[config.mk]
export PLATFORM = sky130hd
export DESIGN_NAME = regfile_param_flat
export DESIGN_NICKNAME = d
export VERILOG_FILES = /design/src/rtl/regfile_param_if.sv /design/src/rtl/regfile_param.sv /design/src/flat_wrapper.sv
export SDC_FILE = /design/constraint.sdc
export NUM_CORES = 2
export LEC_CHECK = 0
export CORE_MARGIN = 3
export CORE_UTILIZATION = 55
export DETAILED_ROUTE_END_ITERATION = 6
export PLACE_DENSITY = 0.72
export SYNTH_ARGS = -nofsm -noshare
export SYNTH_HDL_FRONTEND = slang
export SYNTH_SLANG_ARGS = --single-unit
[constraint.sdc]
create_clock -name clk -period 8.4 [get_ports clk]
set_input_delay 0.84 -clock clk [delete_from_list [all_inputs] [get_ports clk]]
set_output_delay 0.84 -clock clk [all_outputs]
set_load 0.01 [all_outputs]
[src/rtl/regfile_param_if.sv]
// regfile_param_if
//   Bus bundle for the parametrised register file.
//   master : drives write enable/address/data and the two read addresses,
//            receives the registered read data and the ready flag.
//   slave  : the register file side of the same bundle.
//   Signals:
//     regWrite   write enable (only honoured once ready is high)
//     rd         write address, AW bits
//     writeData  write data, XLEN bits
//     rs1, rs2   read addresses, AW bits
//     readData1  registered read data for rs1
//     readData2  registered read data for rs2
//     ready      high once the post-reset clear sweep has finished
interface regfile_param_if #(
  parameter int XLEN = 64,
  parameter int AW   = 5
);
  logic            regWrite;
  logic [AW-1:0]   rd;
  logic [XLEN-1:0] writeData;
  logic [AW-1:0]   rs1;
  logic [AW-1:0]   rs2;
  logic [XLEN-1:0] readData1;
  logic [XLEN-1:0] readData2;
  logic            ready;

  modport master (
    output regWrite, rd, writeData, rs1, rs2,
    input  readData1, readData2, ready
  );

  modport slave (
    input  regWrite, rd, writeData, rs1, rs2,
    output readData1, readData2, ready
  );
endinterface

[src/rtl/regfile_param.sv]
// regfile_param
//   Parametrised register file: one write port, two registered read ports,
//   write-first forwarding, optional hardwired-zero entry 0 and a post-reset
//   sweep that zeroes every entry before ready is raised.
//   Ports:
//     clk    clock
//     reset  synchronous, active-high reset; restarts the clear sweep
//     bus    regfile_param_if slave modport (write port, read ports, ready)
module regfile_param #(
  parameter int XLEN     = 64,
  parameter int NREGS    = 32,
  parameter int AW       = 5,
  parameter int ZERO_REG = 1
) (
  input  logic           clk,
  input  logic           reset,
  regfile_param_if.slave bus
);

  localparam logic [AW:0] NREGS_W  = (AW+1)'(NREGS);
  localparam logic [AW:0] LAST_IDX = (AW+1)'(NREGS - 1);
  localparam bit          HAS_ZERO = (ZERO_REG != 0);

  typedef enum logic {CLEAR, RUN} state_t;

  state_t          state_q, state_d;
  logic [AW:0]     cnt_q, cnt_d;
  logic            ready_q, ready_d;
  logic [XLEN-1:0] readData1_q, readData1_d;
  logic [XLEN-1:0] readData2_q, readData2_d;
  logic [XLEN-1:0] mem_q [NREGS];

  logic            memWe;
  logic [AW-1:0]   memAddr;
  logic [XLEN-1:0] memData;
  logic            writeOk;

  // An address maps to real storage only if it is in range and is not the
  // hardwired-zero entry. Out-of-range addresses are compared at full width
  // so they can never alias onto a valid entry.
  function automatic logic addrBacked(input logic [AW-1:0] a);
    return ({1'b0, a} < NREGS_W) && !(HAS_ZERO && (a == '0));
  endfunction

  // Next-state logic: the sweep owns the write port while clearing; in RUN
  // the write port follows the bus and reads are write-first forwarded.
  always_comb begin
    state_d     = state_q;
    cnt_d       = cnt_q;
    ready_d     = ready_q;
    readData1_d = '0;
    readData2_d = '0;
    memWe       = 1'b0;
    memAddr     = cnt_q[AW-1:0];
    memData     = '0;
    writeOk     = 1'b0;

    case (state_q)
      CLEAR: begin
        memWe = 1'b1;
        cnt_d = cnt_q + 1'b1;
        if (cnt_q == LAST_IDX) begin
          state_d = RUN;
          ready_d = 1'b1;
        end
      end
      RUN: begin
        writeOk = bus.regWrite && addrBacked(bus.rd);
        memWe   = writeOk;
        memAddr = bus.rd;
        memData = bus.writeData;
        if (writeOk && (bus.rs1 == bus.rd)) begin
          readData1_d = bus.writeData;
        end else if (addrBacked(bus.rs1)) begin
          readData1_d = mem_q[bus.rs1];
        end
        if (writeOk && (bus.rs2 == bus.rd)) begin
          readData2_d = bus.writeData;
        end else if (addrBacked(bus.rs2)) begin
          readData2_d = mem_q[bus.rs2];
        end
      end
      default: state_d = CLEAR;
    endcase

    // Storage is left untouched on reset edges.
    if (reset) begin
      memWe = 1'b0;
    end
  end

  // Control and output registers.
  always_ff @(posedge clk) begin
    if (reset) begin
      state_q     <= CLEAR;
      cnt_q       <= '0;
      ready_q     <= 1'b0;
      readData1_q <= '0;
      readData2_q <= '0;
    end else begin
      state_q     <= state_d;
      cnt_q       <= cnt_d;
      ready_q     <= ready_d;
      readData1_q <= readData1_d;
      readData2_q <= readData2_d;
    end
  end

  // Entry storage has no reset; the sweep provides its initial zeroes.
  always_ff @(posedge clk) begin
    if (memWe) begin
      mem_q[memAddr] <= memData;
    end
  end

  assign bus.readData1 = readData1_q;
  assign bus.readData2 = readData2_q;
  assign bus.ready     = ready_q;

endmodule

[src/flat_wrapper.sv]
// flat-port wrapper written by rule: the top's interface ports become plain ports
module regfile_param_flat 
#(
  parameter int XLEN     = 64,
  parameter int NREGS    = 32,
  parameter int AW       = 5,
  parameter int ZERO_REG = 1
)
  (clk, reset, bus_regWrite, bus_rd, bus_writeData, bus_rs1, bus_rs2, bus_readData1, bus_readData2, bus_ready);
  regfile_param_if #(.XLEN(XLEN), .AW(AW)) bus_i ();
  input  logic clk;
  input  logic reset;
  input wire logic [$bits(bus_i.regWrite)-1:0] bus_regWrite;
  input wire logic [$bits(bus_i.rd)-1:0] bus_rd;
  input wire logic [$bits(bus_i.writeData)-1:0] bus_writeData;
  input wire logic [$bits(bus_i.rs1)-1:0] bus_rs1;
  input wire logic [$bits(bus_i.rs2)-1:0] bus_rs2;
  output wire logic [$bits(bus_i.readData1)-1:0] bus_readData1;
  output wire logic [$bits(bus_i.readData2)-1:0] bus_readData2;
  output wire logic [$bits(bus_i.ready)-1:0] bus_ready;
  assign bus_i.regWrite = bus_regWrite;
  assign bus_i.rd = bus_rd;
  assign bus_i.writeData = bus_writeData;
  assign bus_i.rs1 = bus_rs1;
  assign bus_i.rs2 = bus_rs2;
  assign bus_readData1 = bus_i.readData1;
  assign bus_readData2 = bus_i.readData2;
  assign bus_ready = bus_i.ready;
  regfile_param #(.XLEN(XLEN), .NREGS(NREGS), .AW(AW), .ZERO_REG(ZERO_REG)) u_core (.clk(clk), .reset(reset), .bus(bus_i));
endmodule
# --- After elaboration in Yosys (flattened, before gate mapping) ---
# Memory sizes are Yosys's and may differ from the RTL's.
# Index checks and enable logic that the tools add are counted.
classes:
  add_sub_neg: 1
  eq_ne: 3
  muxes: 12
  bitwise: 1
  n_reduce_logical: 9
op_table:
  columns: ["op", "count"]
  rows:
  - ["64-bit 2-to-1 mux", 5]
  - ["5-bit logical NOT", 3]
  - ["5-bit equality test", 2]
  - ["6-bit by 1-bit adder with 6-bit output (second input constant)", 1]
  - ["6-bit by 5-bit equality test with 1-bit output (second input constant)", 1]
  - ["1-bit 2-to-1 mux", 5]
  - ["5-bit 2-to-1 mux", 1]
  - ["1-bit logical AND", 3]
  - ["1-bit one-hot mux with 2 select lines", 1]
  - ["2-bit AND reduction", 1]
  - ["2-bit OR reduction", 1]
  - ["1-bit logical NOT", 1]
  - ["1-bit NOT", 1]
totals:
  reg_bits: 136
  mem_bits_rw: 2048
  out_inout_bits: 129
  wordCells: 32
  mem_count: 1
memory_table:
  columns: ["name", "words", "word_bits", "read_ports", "rd_clocked_by_memory_dff", "write_ports", "line", "rtl"]
  rows:
  - ["u_core.mem_q", 32, 64, 2, 0, 1, "regfile_param.sv:31", "logic [XLEN-1:0] mem_q [NREGS];"]

# --- Longest topological paths before layout ---
depth:
  ltp_word: 7
  depth_mapped: 10

# --- Worst setup path after synthesis ---
# Ideal clock, no wire load.
synth_path:
  path_kind: "in2reg"
  from: "input bus_rd[2]"
  to: "memory u_core.mem_q[0][0] (enable)"
  arrival_ns: 4.380
  setup_slack_ns: 3.533
  cell_stages: 6
  n_path_buf: 1
  path_cell_list: "clkbuf_1 > or4_4 > o21ai_0 > o22ai_1 > nand2_1 > nor2_1"
synth_between:
  elab_chain_cells: 7
  elab_cells_between_ends: 8
  cone_classes: "5 x mux; 3 x reduce/logical"
synth_rtl:
  columns: ["element", "line", "rtl"]
  rows:
  - ["start, declared", "flat_wrapper.sv:14", "input wire logic [$bits(bus_i.rd)-1:0] bus_rd;"]
  - ["5-bit logical NOT", "regfile_param.sv:42", "return ({1'b0, a} < NREGS_W) && !(HAS_ZERO && (a == '0));"]
  - ["1-bit logical NOT", "regfile_param.sv:42", null]
  - ["1-bit logical AND", "regfile_param.sv:68", "writeOk = bus.regWrite && addrBacked(bus.rd);"]
  - ["1-bit one-hot mux with 2 select lines", "regfile_param.sv:58", "case (state_q)"]
  - ["1-bit 2-to-1 mux", "regfile_param.sv:87", "if (reset) begin"]
  - ["1-bit 2-to-1 mux", "regfile_param.sv:111", "if (memWe) begin"]
  - ["1-bit 2-to-1 mux (implied by the code)", "regfile_param.sv:112", "mem_q[memAddr] <= memData;"]
  - ["end, declared", "regfile_param.sv:31", null]
# Several ways; a longest one is shown, not always the timed one.

# --- Worst setup path in the final report ---
layout_path:
  from: "register u_core.state_q"
  to: "memory u_core.mem_q[6][46] (enable)"
layout_between:
  elab_chain_cells: 5
  elab_cells_between_ends: 6
  cone_classes: "5 x mux; 1 x bitwise"
layout_rtl:
  columns: ["element", "line", "rtl"]
  rows:
  - ["start, declared", "regfile_param.sv:26", "state_t state_q, state_d;"]
  - ["start signal, assigned", "regfile_param.sv:101", "state_q <= state_d;"]
  - ["1-bit NOT (no line)", null, null]
  - ["1-bit one-hot mux with 2 select lines", "regfile_param.sv:58", null]
  - ["1-bit 2-to-1 mux", "regfile_param.sv:87", null]
  - ["1-bit 2-to-1 mux", "regfile_param.sv:111", null]
  - ["1-bit 2-to-1 mux (implied by the code)", "regfile_param.sv:112", null]
# Several ways; a longest one is shown, not always the timed one.

==> impl_metrics.yaml <==
route:
  wl_mm: 304
  ant_nets: 0
  drc: 0
  firstDrtPassIters: 6
  wl_met1_mm: 109
  vias: 61235
  vias_per_cell: 7.36
  highest_layer: "met5"
  wl_per_cell_microns: 36.6
  met3WireLength_mm: 36.7
  dr_wl_met2_mm: 144
  drtIter0Drc: 10134
worst_setup_path:
  ff2ff_setup_slack_ps: 3940
  endpoint_kind: "flop"
  crit_fanout: 64
  critical_path_class: "flop to flop"
  r2r-start: "u_core.state_q"
  startpoint_type: "flop"
  cp_data_arrival_time_ps: 4930
  cp.depth: 5
  crit_family: "simple AND/OR/NAND/NOR gates"
  cp_num_buf_inv: 1
  crit_slowest_cell: "nor2_4"
  required_ps: 8880
  critPathMaxStageDelay_ps: 1170
  ff2ff_path_depth: 5
  r2r-end: "u_core.mem_q[6][46]"
  worstPathCellList: "nand2b_1 > o22ai_1 > nand2_1 > nor2_4 > buf_4"
floorplan:
  fp.dieW_microns: 432
  num_rows: 155
  core_region_area_sq_mm: 0.179
  dieArea_sq_mm: 0.187
  initial_utilization_pct: 55.7
  fp.dieH_microns: 432
  ios: 211
synthesis:
  yosysTopAreaCellShare_pct: 61.6
  synthDistinctLibCells: 60
  synth_warnings: 0
  syn_nets: 5765
  synth_top_cells_by_area: "edfxtp_1, mux4_2, mux2i_1"
  synth-edff-count: 2048
  ys_ff_latch: 2184
  synth_ff_type: "edfxtp_1"
  synth_cells: 5682
  ys_seq_area_share_pct: 64.3
  avgSynthCellArea_sq_um: 17.6
  synth_top_area_cell: "edfxtp_1"
  synth-async-reset-ratio_pct: 0
  netlist_area_sq_mm: 0.0999
hold_path:
  holdCritStartpoint: "u_core.bus.ready"
  min_to: "u_core.bus.ready"
  min_path_type: "flop to flop"
  min_path_cells: 2
power_and_ir_drop:
  finalPower_mw: 23.2
  p_leak_nw: 36.3
  p_sw_share_pct: 22.2
  switchingPower_mw: 5.15
  ir_worst_vdd_mv: 0.173
  power_density_mw_per_mm2: 208
  internal_power_mw: 18.0
  comb_power_share_pct: 6.6
  p_clk_share_pct: 42.3
  seqPwrFrac_pct: 51.1
timing:
  timing.fmax_mhz: 224
  fin_crit_ps: 4460
  fin_crit_sh_pct: 53.1
  worst-slew-pin-transition_ps: 1320
  hold_violations: 0
  slew_violations: 0
  finClkSkew_ps: 48.7
  tns_ps: 0
  rsz0062_at_grt: "false"
  relSlewSlack_pct: 12.0
  setup_violations: 0
clock_network:
  cts_max_level: 4
  post_cts_buffers: 0
  cts_tree: "yes"
  cts.sinks: 2184
  numCtsBuffers: 214
  path_clk_slew_ps: 60
  ctsHoldBuffers: 0
  cts_resized: 0
  clock_path_buffers: 3
  insertion_delay_ps: 890
  cts-root-buf: "clkbuf_16"
global_route:
  antenna_found_initial: 7
  grt.overflow.total: 0
  grt_max_degree: 137
  grt_pass1_wl_mm: 432
  grtUsageTotal_pct: 32.4
  grt_pass1_vias: 60692
cells_and_area:
  drive_gt1_share_pct: 19.9
  area_delta_synth_final_pct: 11.6
  fin_nets: 5842
placement:
  post-dp-hpwl_mm: 155
  gp_congestion: 0.810
  portBuffers: 210
status:
  status: "completed"
run:
  cap_violations: 0
[sequential cells by signal (all words and copies together) (netlist names)]
signal                cells
u_core.bus.ready          1
u_core.mem_q           2048
u_core.bus.readData1     64
u_core.bus.readData2     64
u_core.cnt_q              6
u_core.state_q            1
[power by group through the flow]
stage / logic (mW) / registers, mW / clock network (mW)
global route: 1.59 / 11.8 / 10.3
finish: 1.53 / 11.8 / 9.80
CTS: 1.51 / 11.8 / 9.86
floorplan: 1.06 / 12.0 / 0
global placement: 1.49 / 12.1 / 0
detailed placement: 1.50 / 12.1 / 0
[cell usage in the layout (no fill, tap or decap), drive strengths merged, types with 10 or more instances in the layout]
cell type / count
a211oi: 144
a21oi: 124
a221o: 60
a221oi: 118
a22o: 41
a22oi: 218
a32o: 16
a32oi: 15
and2: 86
buf: 127
bufinv: 20
clkbuf: 291
clkdlybuf4s50: 201
clkinv: 80
dfxtp: 136
diode: 17
edfxtp: 2048
mux2: 28
mux2i: 894
mux4: 648
nand2: 247
nand3: 57
nand4: 48
nor2: 57
nor2b: 71
o211ai: 10
o21ai: 25
o22ai: 59
xnor2: 12
[Yosys cell counts, types with 60 or more instances]
| library cell | number |
|---|---|
| buf_4 | 61 |
| mux2i_1 | 894 |
| buf_2 | 147 |
| a22oi_1 | 218 |
| a221o_1 | 60 |
| edfxtp_1 | 2048 |
| clkbuf_1 | 203 |
| nor2b_1 | 71 |
| a211oi_1 | 144 |
| nand2_1 | 247 |
| mux4_2 | 648 |
| a221oi_1 | 118 |
| a21oi_1 | 124 |
| and2_1 | 86 |
| dfxtp_1 | 136 |
[tightest hold or removal path: cells and delay by family, from the launching register on]
kind	cells	cell delay [ps]
flops	1	330
simple gates	2	120
[per-stage QoR]
stage	hold WS [ps]	util, %	cells	worst slack (ps)	area [sq um]
finish	489	62.1	8319	3940	111000
floorplan	501	-	5682	3530	99900
detailed placement	473	58.1	7898	3610	104000
global route	537	62.1	8303	3970	111000
global placement	480	58.1	7898	3570	104000
CTS	505	62.1	8302	4060	111000
[per-layer routing]
metal  GRT usage, %  up-vias
li1               -    23990
met1           43.8    31657
met2           51.0     4715
met3           6.96      871
met4           14.6        2
met5              0        -
[how the worst max path moves through the flow]
| stage | start | endpoint | slack [ps] |
|---|---|---|---|
| floorplan | bus_rd[2] | u_core.mem_q[0][0] | 3530 |
| global placement | bus_rd[2] | u_core.mem_q[6][39] | 3570 |
| detailed placement | bus_rd[2] | u_core.mem_q[6][37] | 3610 |
| CTS | u_core.state_q | u_core.mem_q[25][29] | 4060 |
| global route | u_core.state_q | u_core.mem_q[25][34] | 3970 |
| finish | u_core.state_q | u_core.mem_q[6][46] | 3940 |
[layout make-up]
type                    instances  area (sq um)
clock buffers                 290          5930
well taps                    2355          2950
multi-input cells            3027         33600
clock inverters               114          1290
fillers                     12376         68000
diodes                         17          42.5
repair buffers                329          3350
inverters                       3          18.8
flip-flops and latches       2184         64200
[kinds of logic after synthesis]
| logic type | Yosys count | synth area share (%) |
|---|---|---|
| simple gates | 592 | 2.90 |
| buf+inv | 471 | 2.36 |
| flops | 2184 | 64.3 |
| fa+ha+maj | 1 | 0.0125 |
| mux | 1570 | 23.9 |
| compound gates | 850 | 6.39 |
| xor+xnor | 14 | 0.123 |
Note: power is estimated with default switching activity, not from simulation.
